<file path="src/rtl/pc_gen.sv">
// pc_gen: fetch program-counter generator with redirect and cancel tracking.
//
// Each rising edge of clk selects the next fetch address. The priority order
// is trap redirect, then branch redirect, then hold, then a sequential step of
// STEP bytes. An accepted redirect loads the aligned target and marks every
// fetch stage as stale. The stale marks then drain out one stage per
// advancing cycle.
//
// Ports:
//   clk            sole clock, rising edge
//   rst            synchronous active-high reset
//   hold           stall; freezes pc/cancel/redirect_cnt unless a redirect is present
//   trap_valid     trap redirect request (wins over br_valid)
//   trap_pc        trap target (raw, may be misaligned)
//   br_valid       branch/jump redirect request
//   br_pc          branch target (raw, may be misaligned)
//   pc             current fetch address (registered)
//   cancel         bit i set = instruction in fetch stage i is stale (registered)
//   misalign       one-cycle pulse: accepted redirect target had low bits set
//   misalign_addr  raw offending target, captured with misalign
//   redirect_cnt   saturating count of accepted redirects
module pc_gen #(
  parameter int unsigned ADDR_W        = 32,
  parameter logic [31:0] RESET_ADDR    = 32'h8000_0000,
  parameter int unsigned STEP          = 4,
  parameter int unsigned ALIGN_BITS    = 2,
  parameter int unsigned CANCEL_STAGES = 2
) (
  input  logic                     clk,
  input  logic                     rst,
  input  logic                     hold,
  input  logic                     trap_valid,
  input  logic [ADDR_W-1:0]        trap_pc,
  input  logic                     br_valid,
  input  logic [ADDR_W-1:0]        br_pc,
  output logic [ADDR_W-1:0]        pc,
  output logic [CANCEL_STAGES-1:0] cancel,
  output logic                     misalign,
  output logic [ADDR_W-1:0]        misalign_addr,
  output logic [15:0]              redirect_cnt
);

  // Mask of the low bits that must be zero; all-zero when ALIGN_BITS=0, which
  // disables truncation and makes the misalign check constant false.
  localparam logic [ADDR_W-1:0] LOW_MASK = ~({ADDR_W{1'b1}} << ALIGN_BITS);
  localparam logic [ADDR_W-1:0] RESET_PC = ADDR_W'(RESET_ADDR);
  localparam logic [ADDR_W-1:0] STEP_A   = ADDR_W'(STEP);

  function automatic logic [ADDR_W-1:0] align_addr(input logic [ADDR_W-1:0] a);
    return a & ~LOW_MASK;
  endfunction

  function automatic logic is_misaligned(input logic [ADDR_W-1:0] a);
    return |(a & LOW_MASK);
  endfunction

  function automatic logic [15:0] sat_inc(input logic [15:0] c);
    return (c == 16'hFFFF) ? c : c + 16'd1;
  endfunction

  // Stage 0: redirect selection (combinational, trap wins over branch)
  logic              redir_vld_p0;
  logic [ADDR_W-1:0] tgt_p0;

  always_comb begin
    redir_vld_p0 = trap_valid | br_valid;
    tgt_p0       = trap_valid ? trap_pc : br_pc;
  end

  // Stage 1: registered fetch state
  logic [ADDR_W-1:0]        pc_p1;
  logic [CANCEL_STAGES-1:0] cancel_p1;
  logic                     misalign_p1;
  logic [ADDR_W-1:0]        maddr_p1;
  logic [15:0]              cnt_p1;

  always_ff @(posedge clk) begin
    if (rst) begin
      pc_p1       <= RESET_PC;
      cancel_p1   <= '0;
      misalign_p1 <= 1'b0;
      maddr_p1    <= '0;
      cnt_p1      <= '0;
    end else if (redir_vld_p0) begin
      pc_p1       <= align_addr(tgt_p0);
      cancel_p1   <= '1;
      misalign_p1 <= is_misaligned(tgt_p0);
      if (is_misaligned(tgt_p0)) begin
        maddr_p1 <= tgt_p0;
      end
      cnt_p1      <= sat_inc(cnt_p1);
    end else begin
      // misalign is a pulse: it drops on any cycle without a redirect,
      // including held cycles.
      misalign_p1 <= 1'b0;
      if (!hold) begin
        pc_p1     <= pc_p1 + STEP_A;
        cancel_p1 <= cancel_p1 << 1;
      end
    end
  end

  assign pc            = pc_p1;
  assign cancel        = cancel_p1;
  assign misalign      = misalign_p1;
  assign misalign_addr = maddr_p1;
  assign redirect_cnt  = cnt_p1;

endmodule

</file>
<file path="config.mk">
export PLATFORM = sky130hd
export DESIGN_NAME = pc_gen
export DESIGN_NICKNAME = d
export VERILOG_FILES = /design/src/rtl/pc_gen.sv
export SDC_FILE = /design/constraint.sdc
export NUM_CORES = 1
export LEC_CHECK = 0
export BUFFER_PORTS_ARGS = -buffer_cell sky130_fd_sc_hd__buf_4
export CAP_MARGIN = 0
export CORE_MARGIN = 1.5
export CORE_UTILIZATION = 45
export CTS_CLUSTER_SIZE = 24
export DETAILED_ROUTE_END_ITERATION = 7
export PLACE_DENSITY = 0.77
export SETUP_SLACK_MARGIN = 0.05
export SYNTH_ARGS = -nofsm -noshare
export SYNTH_HDL_FRONTEND = slang
export SYNTH_SLANG_ARGS = --single-unit
</file>
<file path="constraint.sdc">
create_clock -name clk -period 1.8 [get_ports clk]
set_input_delay 0.18 -clock clk [delete_from_list [all_inputs] [get_ports clk]]
set_output_delay 0.18 -clock clk [all_outputs]
set_load 0.02 [all_outputs]
</file>
==> out/summary.md, run 1 <==
The arrival time reported for the critical path endpoint was 1950 ps. The logs give 12200 um for the total wire length and 134 ps for the post-route worst setup slack. After detailed routing, the average wire length per cell comes to 16.7 um. The tools report the kind of end point of the critical path as a register.

The clock reaches the later pin of the worst-skew pair after 350 ps. The critical path goes through ha_2, nor2b_4, nand4_4, nor4_4, xnor2_1, a211oi_2. For the global placer's final weighted congestion, the log shows 0.890.

The clock-pin slew of the registers on the worst-case setup and hold paths is 80 ps, and the post-synthesis cell type count is 52. The total area inside the core boundary comes to 8720 um^2. Entering global routing, the biggest net connects 61 pins. After global routing the overflow that remains totals 0. In the layout the commonest cells are 184 x buf_4, 76 x dfxtp_1, 62 x nor2_1. The floorplan step defined a die boundary enclosing 9560 um^2. Along the worst path, the maximum fanout reaches 5. The run gives 4040 um^2 as the combined area of all synthesized cells.

The run finished with clean final reports. The number of enable-type register cells in the synthesized netlist works out to 0. The cell family contributing the most delay on the critical path is simple AND/OR/NAND/NOR gates.

Max-slew violation total from the final report: 0. The worst setup path is of the reg2reg kind. The leakage power figure came out at 2.58 nW. Yosys printed 0 warnings. The final layout net count was 693; the number of levels in the clock H-tree was 3. The floorplan has 34 rows. The smallest clock period supported by the final layout is computed as 1670 ps. The tools report the remaining antenna violation count after routing as 0. The path class of the tightest hold or removal check is in2reg. Count of state elements after synthesis: 81. Setup repair after global routing could not meet its margin everywhere. The cell area power density was 796 nW/um^2. Number of fill cells in the layout: 753. OpenSTA, run right after detailed placement, puts the worst setup slack at 66.8 ps.

The max-capacitance violation count is 0. The number of antenna diodes in the final layout is 0. The tools report the initial antenna violation count as 0. The largest individual stage delay along the critical path comes from the cell dfxtp_2. Buffers placed on the I/O ports in this run total 149. The final standard cell utilization of the core came out at 66.1%. The storage element area was 1630 um^2; the post-route fraction of the period consumed by the critical path was 92.6%. The vertical die dimension came out at 97.8 um.

Counting flops with an async set or reset pin after synthesis yields a share of 0%. Setup violations remaining at the end of the flow were counted as 0. Static timing analysis puts the maximum clock frequency at 600 MHz.

The first global-routing pass estimated 19400 um of wire. For this run, the slowest stage of the critical path takes 380 ps. The worst register-to-register path ends at pc[24]. Once layout is done, the placed cells without fillers occupy 5760 um^2.

The number of buffers and inverters on the critical path is 0. The initial standard-cell utilization of the core was 46.3%. The layout-stage area growth over the synthesis result is 42.6%, and the horizontal die dimension is 97.8 um. For the number of instances in the synthesized netlist, the log shows 452. For this block, the initial DRC count from the detailed router was 219. Number of sinks handled by clock tree synthesis: 81.

No sink is reached through more buffers than the 2 on the longest clock path. The number of hold violations in the final report was 0. VDD sags by at most 0.553 mV. TritonCTS built the clock tree.

Along the worst hold path, the cell count comes to 3. 152 I/O pins were placed. Data on the critical path is required at its endpoint by 2080 ps. The library cell used most frequently in the layout, excluding fill and tap cells, is buf_4.

The number of iterations in the first detailed-routing pass is 6, and the total negative slack for setup checks is 0 ps. The root buffer selected by CTS was clkbuf_8. The via count of the first global-routing pass is 3852, and the slack of the worst reg-to-reg path is 130 ps.

STA classifies the critical path startpoint as a register. Cells with a size suffix above 1 make up 36.8% of the layout. Number of CTS-inserted buffers: 9.

In this run the critical register-to-register path is launched from pc[2]. The wire-length estimate of the detail-placed layout is 9070 um. For this block, the via count after detailed routing is 4078. The run gives 7.20 ps as the worst clock skew. The placed instances occupy a cell area of 5460 um^2.

The post-detailed-route via-to-cell ratio is 5.55, and the average cell area after synthesis is 8.94 um^2. The tools report the sequential share of the synthesized area as 40.1%. For the worst flop-to-flop path, the logic depth is 6. For this run, design rule violations remaining after detail routing come to 0.

The startpoint of the worst hold path is br_pc[15]. For hold timing, the worst endpoint is pc[15]. Area occupied by multi-input gates: 2320 um^2. The top flip-flop cell by instance count after synthesis is dfxtp_1. Across every metal layer, demand over resource in global routing totals 24.9%.

The tools report the hold buffer count at CTS as 0.
[through the flow]
stage	power, mW	instances	hold WS (ps)
global route	4.77	735	86.2
floorplan	2.60	453	318
global placement	3.07	717	423
detailed placement	3.10	717	435
finish	4.59	735	78.9
CTS	4.61	733	62.6
[state kept, by name, indices dropped and copies added, names as in the netlist]
signal         count
misalign           1
pc                30
redirect_cnt      16
cancel             2
misalign_addr     32
[cell type report]
class	instances	area share, %
multi-input cells	338	40.2
flip-flops and latches	81	28.2
repair buffers	187	24.9
clock buffers	12	2.69
well taps	108	2.34
clock inverters	4	1.30
inverters	5	0.326
[worst max path at each step]
stage / startpoint / end / slack [ps] / depth (start not counted)
after floorplan: redirect_cnt[6] / redirect_cnt[13] / 20 / 5
after global placement: pc[2] / pc[26] / 150 / 6
after detailed placement: pc[2] / pc[26] / 70 / 6
after CTS: pc[2] / pc[24] / 60 / 6
after global routing: pc[2] / pc[24] / 40 / 6
final: pc[2] / pc[24] / 130 / 6
[worst register-to-register path: cells and delay by family (launching register included)]
family / cells / cell delay, ps
AO/OA/AOI/OAI: 1 / 200
XOR/XNOR: 1 / 110
adder cells (fa/ha/maj): 1 / 210
flip-flops: 1 / 380
AND/OR/NAND/NOR: 3 / 700
[cells in the mapped netlist (2+ instances only)]
cell type | count | area, um^2
clkbuf_1 | 16 | 60.1
nand3_1 | 13 | 65.1
nor3_1 | 13 | 65.1
nand4_1 | 11 | 68.8
nor2b_1 | 2 | 12.5
xnor2_1 | 21 | 184
mux2i_1 | 31 | 310
a311oi_1 | 2 | 17.5
inv_1 | 5 | 18.8
buf_4 | 4 | 30.0
buf_1 | 3 | 11.3
a21oi_1 | 18 | 90.1
nor2_1 | 62 | 233
nand3b_1 | 2 | 15.0
nand2_1 | 33 | 124
ha_1 | 2 | 25.0
dfxtp_1 | 81 | 1620
nor4_4 | 3 | 63.8
o21ai_0 | 4 | 20.0
xor2_1 | 18 | 158
a31oi_1 | 2 | 12.5
a22oi_1 | 7 | 52.6
a211oi_2 | 2 | 25.0
buf_2 | 6 | 30.0
o22ai_1 | 14 | 87.6
and3_1 | 5 | 31.3
nand4b_1 | 3 | 26.3
nor4_1 | 2 | 12.5
nand4_4 | 2 | 42.5
a211oi_1 | 42 | 315
nor4b_1 | 2 | 17.5
[kinds of logic (layout without fill, tap and decap cells)]
family | Yosys count | after routing | synth area share, %
xor+xnor | 39 | 39 | 8.45
flops | 81 | 81 | 40.1
other cells | 1 | 2 | 0.0928
compound gates | 98 | 98 | 16.9
fa+ha+maj | 2 | 2 | 0.619
mux | 31 | 31 | 7.68
buf+inv | 35 | 208 | 3.99
simple gates | 165 | 166 | 22.1
[report_power, final]
part | switching [mW] | total, mW | internal, mW
registers | 0.102 | 2.03 | 1.93
logic | 0.561 | 1.03 | 0.474
clock network | 0.663 | 1.52 | 0.858
total | 1.33 | 4.59 | 3.26
[per-layer routing]
layer | share of wire, % | global-route usage (%)
met2 | 50 | 43.3
met5 | 0 | 0
met3 | 5.0 | 4.51
met1 | 43 | 31.4
met4 | 2.0 | 7.91
[timing repair]
action                                  in CTS  in global routing
gates cloned                                 0                  1
endpoints found under the setup margin       2                 18
setup buffers                                0                  1
pin swaps                                    1                  4
resized for setup                            0                 13
(Power assumes the default switching activity.)
==> run 2: changes to the inputs <==
Settings changed: CORE_UTILIZATION 45 to 40, PLACE_DENSITY 0.77 to 0.7.
==> run 2 against run 1 <==
  * Total power is 7.5% lower
  * Global-route usage fell by 2.3 points
  * Via count fell by 1.9%
  * Die area grew 12%
  * Wire length rose by 1.0%
  * Clock power shrank 22%
  * Final area fell by 1.5%
  * Sequential power about the same
  * Utilization down 8.0 points
  * Largest cell class unchanged
==> out/summary.md, run 2 (synthesis results as in run 1) <==
The initial utilization of the core area, before any placement, comes to 41.3%. For the number of DRC markers in iteration 0, the log shows 230. After detailed routing, the number of vias per cell comes to 5.32. The arrival time reported for the critical path endpoint came out at 1970 ps.

Clock tree synthesis selected as its root buffer the cell clkbuf_8. The finished layout holds 752 standard cells, fillers aside. Counting the fill cells in the layout gives 910.

The cell depth of the worst min-delay path is 2, and the remaining antenna violation count after routing is 0. For this design the top-level I/O count stands at 152. The diode insertion count for antenna repair came out at 0. The setup path with the least slack is of type reg2reg. The number of port buffers was 149; the global placer's final weighted congestion was 0.887.

Setup repair after global routing could not meet its margin everywhere. The layout-stage area growth over the synthesis result works out to 40.4%. The largest individual stage delay along the critical path comes from the cell dfxtp_4. The average wire length per cell after detail routing works out to 16.4 um. The library cell used most frequently in the layout, excluding fill and tap cells, is buf_4. For the worst setup path, the data required time is 2070 ps. The tools report the estimated wirelength of the detail-placed design as 9390 um. The largest fanout of any net on the critical path is 8, and the maximum number of pins on one net before global-route repair is 61. On the final layout, the worst clock skew is 13.4 ps. The number of iterations in the first detailed-routing pass was 4; the total negative slack for setup checks was 0 ps.

Across all layers, the routed design uses 3999 vias. The floorplan has 36 rows. TritonCTS built the clock tree. Hold timing on the final database bottoms out at a slack of 89.9 ps. VDD sags by at most 0.437 mV. The total number of cells along the worst setup path was 7; the length in cells of the worst reg-to-reg path was 7. The total wire length is 12400 um, and the leakage power figure is 2.49 nW. The vertical die dimension is 104 um, and the overall fraction of global-route tracks in use is 22.7%. The max-capacitance violation count is 0, and the hold buffer count at CTS is 0.

Among cell families on the critical path, the largest total delay comes from simple AND/OR/NAND/NOR gates. The min-delay analysis places its worst path in the category in2reg. The initial antenna violation count was 0.

For this run, the slowest stage of the critical path takes 390 ps. Summed over all layers, the global routing overflow is 0. The via count of the first global-routing pass is 3824. The tools report the number of CTS-inserted buffers as 9.

The final layout net count is 685. Setup violations remaining at the end of the flow were counted as 0. The kind of end point of the critical path is a register. The first global-routing pass estimated 19700 um of wire.

The area of the placeable core came out at 9770 um^2. The total buffers and inverters traversed by the critical path is 1. Number of flip-flops in the largest register: 32. The number of hold violations in the final report is 0, and the number of levels in the clock H-tree is 3. Clock-pin slew was measured on the worst setup and hold paths at 90 ps.

The shortest period the worst path allows was 1710 ps; the area of the die was 10700 um^2. Measured along the x axis, the die boundary spans 104 um. The run gives 4.24 mW as the overall power after layout. Cells with a size suffix above 1 make up 35.7% of the layout. The run gives 58.1% as the final standard cell utilization of the core. Counting every sink on the clock net gives 81. Including well taps, the total number of placed cells is 732. At the later pin of the worst-skew pair, clock insertion delay measures 340 ps. In the layout the commonest cells are 176 x buf_4, 77 x dfxtp_1, 62 x nor2_1.

The run finished with clean final reports. The number of buffers between clock root and the deepest sink came out at 2. STA classifies the critical path startpoint as a register.

The run gives 0 as the max-slew violation total from the final report. Traced cell by cell, the critical path runs through ha_2, nor2b_4, nand4_4, buf_6, nor3b_2, xnor2_1, a211oi_1. The post-route fraction of the period consumed by the critical path was 94.8%. Power spread over the standard cell area amounts to 748 nW/um^2. The top achievable clock speed came out at 586 MHz. In the routed design, unresolved DRC markers number 0.
[run 2: power breakdown]
| part | internal, mW | switching (mW) |
|---|---|---|
| clock network | 0.504 | 0.680 |
| registers | 1.93 | 0.116 |
| logic | 0.462 | 0.553 |
[run 2: worst reg2reg max path, delay by kind of cell (launching register included)]
| kind | cells | cell delay, ps |
|---|---|---|
| compound gates | 1 | 210 |
| xor+xnor | 1 | 80 |
| fa+ha+maj | 1 | 180 |
| buf+inv | 1 | 200 |
| flops | 1 | 390 |
| simple gates | 3 | 560 |
[run 2: per-layer routing]
metal	vias to the layer above	share of wire, %	global-route usage (%)
met4	0	0.89	5.75
li1	1967	-	-
met1	1887	45	30.4
met2	135	48	37.6
met5	-	0	0
met3	10	6.3	4.15
[run 2: layout make-up]
type | instances | area, um^2 | share of cell area, %
clock buffers | 10 | 128 | 2.25
repair buffers | 180 | 1380 | 24.4
inverters | 5 | 18.8 | 0.331
flip-flops and latches | 81 | 1630 | 28.8
multi-input cells | 337 | 2300 | 40.6
clock inverters | 6 | 43.8 | 0.772
well taps | 133 | 166 | 2.93
[run 2: what timing repair did]
action	4_1_cts	5_1_grt
pin swaps	1	4
gates resized for setup	0	14
endpoints found under the setup margin	2	16
setup buffers	1	3
[run 2: metrics by stage]
stage / cell area (um^2) / worst slack, ps
after floorplan: 4050 / 19.3
after global placement: 5420 / 151
after detailed placement: 5420 / 54.1
after CTS: 5600 / 58.8
after global routing: 5670 / 21.4
final: 5670 / 93.8
[run 2: final timing paths]
kind                          from          endpoint  slack (ps)
setup reg to reg             pc[3]            pc[30]          90
setup / recovery             pc[3]            pc[30]          90
hold / removal          trap_pc[2]             pc[2]          90
hold reg to reg   misalign_addr[1]  misalign_addr[1]         470
